[config.mk]
export PLATFORM = sky130hd
export DESIGN_NAME = sha256_block_engine
export DESIGN_NICKNAME = d
export VERILOG_FILES = /design/src/rtl/sha256_block_engine.sv
export SDC_FILE = /design/constraint.sdc
export NUM_CORES = 2
export LEC_CHECK = 0
export CORE_ASPECT_RATIO = 1.4
export CORE_MARGIN = 8
export CORE_UTILIZATION = 50
export DETAILED_ROUTE_END_ITERATION = 12
export GPL_ROUTABILITY_DRIVEN = 1
export MAX_ROUTING_LAYER = met4
export PLACE_DENSITY_LB_ADDON = 0.05
export SYNTH_ARGS = -nofsm -noshare
export SYNTH_HDL_FRONTEND = slang
export SYNTH_SLANG_ARGS = --single-unit
[constraint.sdc]
create_clock -name clk -period 8.3 [get_ports clk]
set_input_delay 1.66 -clock clk [delete_from_list [all_inputs] [get_ports clk]]
set_output_delay 1.66 -clock clk [all_outputs]
set_load 0.05 [all_outputs]
[src/rtl/sha256_block_engine.sv]
// SHA-256 compression engine: loads H from memory or chains the last digest,
// runs the rounds on a streamed W schedule and writes the 8-word digest out.
module sha256_block_engine #(
    parameter int NUM_ROUNDS = 64,
    parameter int HMEM_AW    = 3,
    parameter int KMEM_AW    = 6,
    parameter int OUT_AW     = 3
) (
    input  logic               clk,
    input  logic               reset,
    input  logic               start,
    input  logic               chain,
    output logic [HMEM_AW-1:0] hmem_addr,
    output logic               hmem_en,
    input  logic [31:0]        hmem_data,
    output logic [KMEM_AW-1:0] kmem_addr,
    output logic               kmem_en,
    input  logic [31:0]        kmem_data,
    input  logic [31:0]        w_data,
    input  logic               w_valid,
    output logic               w_ready,
    output logic [31:0]        out_data,
    output logic [OUT_AW-1:0]  out_addr,
    output logic               out_en,
    output logic               out_we,
    output logic               busy,
    output logic               done
);

    typedef enum logic [2:0] {IDLE, LOAD_H, ROUND, FINAL, WRITE, DONE} state_t;

    localparam logic [KMEM_AW-1:0] LAST_T = KMEM_AW'(NUM_ROUNDS - 1);
    localparam logic [7:0][31:0] IV = {
        32'h5be0cd19, 32'h1f83d9ab, 32'h9b05688c, 32'h510e527f,
        32'ha54ff53a, 32'h3c6ef372, 32'hbb67ae85, 32'h6a09e667
    };

    state_t              state_q, state_d;
    logic [KMEM_AW-1:0]  t_q, t_d;
    logic                kv_q, kv_d;
    logic                kp_q, kp_d;
    logic [31:0]         k_q, k_d;
    logic [2:0]          cnt_q, cnt_d;
    logic                hp_q, hp_d;
    logic [2:0]          hidx_q, hidx_d;
    logic [7:0][31:0]    wv_q, wv_d;
    logic [7:0][31:0]    base_q, base_d;
    logic [7:0][31:0]    dig_q, dig_d;

    logic [31:0] k_cur, s0, s1, chv, mjv, t1, t2;
    logic [31:0] a, b, c, e, f, g;
    logic        fire, last;

    // K arrives on the bus one cycle after issue; k_q holds it across stalls
    assign k_cur = kp_q ? kmem_data : k_q;

    assign a = wv_q[0];
    assign b = wv_q[1];
    assign c = wv_q[2];
    assign e = wv_q[4];
    assign f = wv_q[5];
    assign g = wv_q[6];

    assign s0  = {a[1:0], a[31:2]} ^ {a[12:0], a[31:13]} ^ {a[21:0], a[31:22]};
    assign s1  = {e[5:0], e[31:6]} ^ {e[10:0], e[31:11]} ^ {e[24:0], e[31:25]};
    assign chv = (e & f) ^ (~e & g);
    assign mjv = (a & b) ^ (a & c) ^ (b & c);
    assign t1  = wv_q[7] + s1 + chv + k_cur + w_data;
    assign t2  = s0 + mjv;

    always_ff @(posedge clk) begin
        if (reset) begin
            state_q <= IDLE;
            t_q     <= '0;
            kv_q    <= 1'b0;
            kp_q    <= 1'b0;
            k_q     <= '0;
            cnt_q   <= '0;
            hp_q    <= 1'b0;
            hidx_q  <= '0;
            wv_q    <= '0;
            base_q  <= '0;
            dig_q   <= IV;
        end else begin
            state_q <= state_d;
            t_q     <= t_d;
            kv_q    <= kv_d;
            kp_q    <= kp_d;
            k_q     <= k_d;
            cnt_q   <= cnt_d;
            hp_q    <= hp_d;
            hidx_q  <= hidx_d;
            wv_q    <= wv_d;
            base_q  <= base_d;
            dig_q   <= dig_d;
        end
    end

    always_comb begin
        state_d   = state_q;
        t_d       = t_q;
        kv_d      = kv_q;
        kp_d      = 1'b0;
        k_d       = k_cur;
        cnt_d     = cnt_q;
        hp_d      = 1'b0;
        hidx_d    = hidx_q;
        wv_d      = wv_q;
        base_d    = base_q;
        dig_d     = dig_q;
        hmem_en   = 1'b0;
        hmem_addr = '0;
        kmem_en   = 1'b0;
        kmem_addr = '0;
        w_ready   = 1'b0;
        out_en    = 1'b0;
        out_we    = 1'b0;
        out_addr  = '0;
        out_data  = '0;
        done      = 1'b0;
        busy      = (state_q != IDLE);
        fire      = 1'b0;
        last      = 1'b0;

        // H word 7 lands during the first ROUND cycle, before any round fires
        if (hp_q) begin
            base_d[hidx_q] = hmem_data;
            wv_d[hidx_q]   = hmem_data;
        end

        unique case (state_q)
            IDLE: begin
                cnt_d = '0;
                if (start) begin
                    if (chain) begin
                        wv_d    = dig_q;
                        base_d  = dig_q;
                        t_d     = '0;
                        kv_d    = 1'b0;
                        state_d = ROUND;
                    end else begin
                        state_d = LOAD_H;
                    end
                end
            end
            LOAD_H: begin
                hmem_en   = 1'b1;
                hmem_addr = HMEM_AW'(cnt_q);
                hp_d      = 1'b1;
                hidx_d    = cnt_q;
                cnt_d     = cnt_q + 3'd1;
                if (cnt_q == 3'd7) begin
                    t_d     = '0;
                    kv_d    = 1'b0;
                    state_d = ROUND;
                end
            end
            ROUND: begin
                w_ready   = kv_q;
                fire      = w_valid & kv_q;
                last      = (t_q == LAST_T);
                kmem_addr = t_q + KMEM_AW'(kv_q);
                kmem_en   = !kv_q || (fire && !last);
                if (kmem_en) begin
                    kv_d = 1'b1;
                    kp_d = 1'b1;
                end
                if (fire) begin
                    wv_d    = {wv_q[6:0], t1 + t2};
                    wv_d[4] = wv_q[3] + t1;
                    t_d     = t_q + KMEM_AW'(1);
                    if (last) begin
                        kv_d    = 1'b0;
                        state_d = FINAL;
                    end
                end
            end
            FINAL: begin
                for (int i = 0; i < 8; i++) begin
                    dig_d[i] = base_q[i] + wv_q[i];
                end
                cnt_d   = '0;
                state_d = WRITE;
            end
            WRITE: begin
                out_en   = 1'b1;
                out_we   = 1'b1;
                out_addr = OUT_AW'(cnt_q);
                out_data = dig_q[cnt_q];
                cnt_d    = cnt_q + 3'd1;
                if (cnt_q == 3'd7) state_d = DONE;
            end
            DONE: begin
                done    = 1'b1;
                state_d = IDLE;
            end
            default: state_d = IDLE;
        endcase
    end

endmodule

==> impl_results.md <==
* R2R setup slack at 0.73 ns
* Synth warn at 0
* Min-delay src: base_q[114]$_SDFF_PP0_
* Most numerous cell in the Yosys netlist: nand2_1
* Final min period at 8.02 ns
* CTS tree: done
* Mapped Area at 0.0562 mm2
* Drt total wl at 219000 um
* Dominant cells by area after synthesis: dfxtp_1 29%, nand2_1 8.1%, ha_1 7.7%
* Max incr delay on CP at 0.55 ns
* Worst Tran Pin Value at 1.33 ns
* Fin crit share at 0.966
* Status: finished clean
* Comb pwr share at 0.655
* Initial DRC count at 5649
* Sequential area share after synthesis at 0.292
* Most frequent cells after synthesis: 1216 x nand2_1, 818 x dfxtp_1, 759 x nor2_1
* Synth Instances at 7093
* CP max-delay cell: fa_1
* Clock skew at 0.0263 ns
* Clk root buf: clkbuf_16
* R2R Path End: a[31]$_SDFF_PP0_
* Dpl cell area at 0.0603 mm2
* Slew HR at 0.113
* Cell area after layout at 0.0638 mm2
* Psw at 12.2 mW
* Fraction of layout cells with a size suffix above 1 at 0.0956
* Mapped Nets at 7673
* CP arrival at 8.56 ns
* Routed vias/inst at 6.31
* Seq pwr share at 0.188
* Dominant cell type by area after synthesis: dfxtp_1
* Post-Layout Cell Count at 8690
* Gr ovfl total at 0
* Critical Path RT at 8.84 ns
* Routed vias at 54900
* I/O pin count at 152
* PwrDens at 432 mW/mm2
* Critical Path Most Common Cell: buf_4
* Crit. End Element: flip-flop
* Die Wd at 299 um
* P&R area growth vs syn at 13.5%
* Residual DRC count at 0
* RSZ-0062 raised after global routing: true
* DRT Pass-1 Iters at 7
* I/O Buffers at 151
* Hold endpoint: base_q[114]$_SDFF_PP0_
* #FFs+latches synth at 818
* Reg2reg start: kp_q$_SDFF_PP0_
* Placed cell count at 8517
* EDFF count, synth at 0
* CTS HTree Levels at 3
* Worst VDD drop at 0.395 mV
* Top cell type's share of synthesized area at 0.292
* Tot GR Track Use at 0.349
* Crit start category: primary input
* Routed WL per cell at 25.2 um
* Most used DFF post-synth: dfxtp_1
* FF-to-FF path depth at 31
* Chip height at 413 um
* First-pass GRT wire length at 327000 um
* Max Slew Vio Count at 0
* Library cells used by synthesis at 90
* FP Rows at 145
* Core footprint at 0.112 mm2
* Pint at 15.3 mW
* Post-DRT Antenna Nets at 0
* Final Hold Viols at 0
* Initial Util at 0.503
* Vias in the first global route at 52000
* Post-Syn Area per Cell at 7.92 um2
* Fin util at 0.571
* Area of the multi-input gates at 0.0373 mm2
* Worst setup path startpoint: kmem_data[6]
* Switch share at 0.445
* Final #Nets at 7723
* TritonCTS Buffers at 88
* FMAX at 125 MHz
* Max-cap check violation count at 0
* Max Fanout on Critical Path at 4
* Worst-path clk slew at 0.07 ns
* Worst Hold Depth at 2
* Largest net degree at the start of global routing at 211
* Clk network pwr share at 0.156
* Worst Hold Class: flip-flop to flip-flop
* CTS Buffer Depth at 3
* Clock sinks at 818
* Hold Buf Count CTS at 0
* HPWL Detailed at 158000 um
* Reg area at 0.0164 mm2
* Fillers at 10600
* Asr flop ratio synth at 0
* Crit path kind: primary input to flip-flop
* Initial antenna violation count at 4
* Worst skew pair latency at 0.70 ns
* Gpl congestion at 1.01
* Total die area at 0.123 mm2
* Leak at 26.5 nW
* Endpoints failing setup at 0
## placed cells by master (no fill, tap or decap), types with 28 or more instances in the layout
master / synthesis / layout
dfxtp_1: 818 / 814
ha_1: 346 / 339
nor2_1: 759 / 748
mux2_2: 32 / 31
nand4_1: 28 / 28
nand2b_1: 42 / 42
fa_1: 133 / 129
mux2i_1: 39 / 34
mux4_2: 64 / 64
a311oi_1: 261 / 261
a21oi_1: 715 / 703
o21ai_0: 199 / 194
nor3_1: 56 / 53
nand3_1: 74 / 74
a221oi_1: 224 / 223
and2_1: 31 / 31
a21o_1: 152 / 151
clkbuf_16: 0 / 91
inv_1: 262 / 259
o21a_1: 61 / 61
xnor2_1: 283 / 278
clkdlybuf4s50_1: 0 / 146
a211oi_1: 56 / 53
a31oi_1: 41 / 40
o21bai_1: 32 / 32
a21boi_0: 29 / 29
o21ai_1: 36 / 37
nand2_1: 1216 / 1212
xor2_1: 138 / 136
nor2b_1: 45 / 45
o211ai_1: 79 / 79
buf_4: 1 / 313
## routing by layer
metal  GRT usage  vias to the layer above  share of wire
met5           -                        -              0
met4       0.168                        0          0.052
met3      0.0445                      502          0.080
met2       0.550                     2409           0.46
met1       0.444                    26600           0.41
li1            -                    25400              -
## stage by stage
stage / power, mW / hold slack (ns) / worst slack (ns) / TNS, ns
floorplan: 15.3 / 0.455 / 0.230 / 0
global placement: 22.2 / 0.469 / -1.12 / -17.83
detailed placement: 22.1 / 0.472 / -1.08 / -18.91
CTS: 26.7 / 0.484 / 0.0190 / 0
global route: 29.4 / 0.497 / -0.0431 / -0.0520
finish: 27.5 / 0.482 / 0.281 / 0
## worst max-delay path: cells and delay by family
family	cells	cell delay, ns
buffers and inverters	6	1.06
multiplexers	1	0.24
adder cells (fa/ha/maj)	6	2.50
AND/OR/NAND/NOR	5	0.50
AO/OA/AOI/OAI	10	2.28
XOR/XNOR	2	0.32
## power groups by stage
stage / Sequential (mW) / Combinational (mW) / Clock, mW
finish: 5.19 / 18.0 / 4.31
global route: 5.24 / 19.6 / 4.49
CTS: 5.17 / 17.2 / 4.34
detailed placement: 5.25 / 16.9 / 0
global placement: 5.24 / 16.9 / 0
floorplan: 4.85 / 10.4 / 0
## sequential cells by signal, indices dropped and copies added, names as in the netlist
| name | cells |
|---|---|
| g | 32 |
| state_q | 3 |
| c | 32 |
| dig_q | 256 |
| k_q | 32 |
| f | 32 |
| hidx_q | 3 |
| t_q | 6 |
| wv_q | 64 |
| hp_q | 1 |
| kv_q | 1 |
| base_q | 256 |
| b | 32 |
| a | 32 |
| cnt_q | 3 |
| e | 32 |
| kp_q | 1 |
## how the worst max path moves through the flow
stage,end,slack (ns)
finish,a[31]$_SDFF_PP0_,0.28
global route,a[31]$_SDFF_PP0_,-0.04
CTS,a[31]$_SDFF_PP0_,0.02
detailed placement,a[31]$_SDFF_PP0_,-1.08
global placement,a[31]$_SDFF_PP0_,-1.12
floorplan,a[31]$_SDFF_PP0_,0.23
## layout make-up
class,count,share of cell area
Timing Repair Buffer,481,0.0660
Antenna cell,3,0.000118
Tap cell,1470,0.0288
Clock inverter,41,0.00748
Sequential cell,818,0.257
Multi-Input combinational cell,5490,0.585
Inverter,264,0.0156
Clock buffer,123,0.0404
## cell families after synthesis
logic type	share of synthesized area
buf+inv	0.0530
compound gates	0.247
fa+ha+maj	0.128
simple gates	0.175
mux	0.0390
xor+xnor	0.0664
flops	0.292
## what timing repair did
item	in CTS	in global routing
buffers inserted	0	6
pin swaps	2	54
resized for setup	14	65
setup endpoints to repair	14	19
No activity file was read; power rests on OpenSTA's default activity.
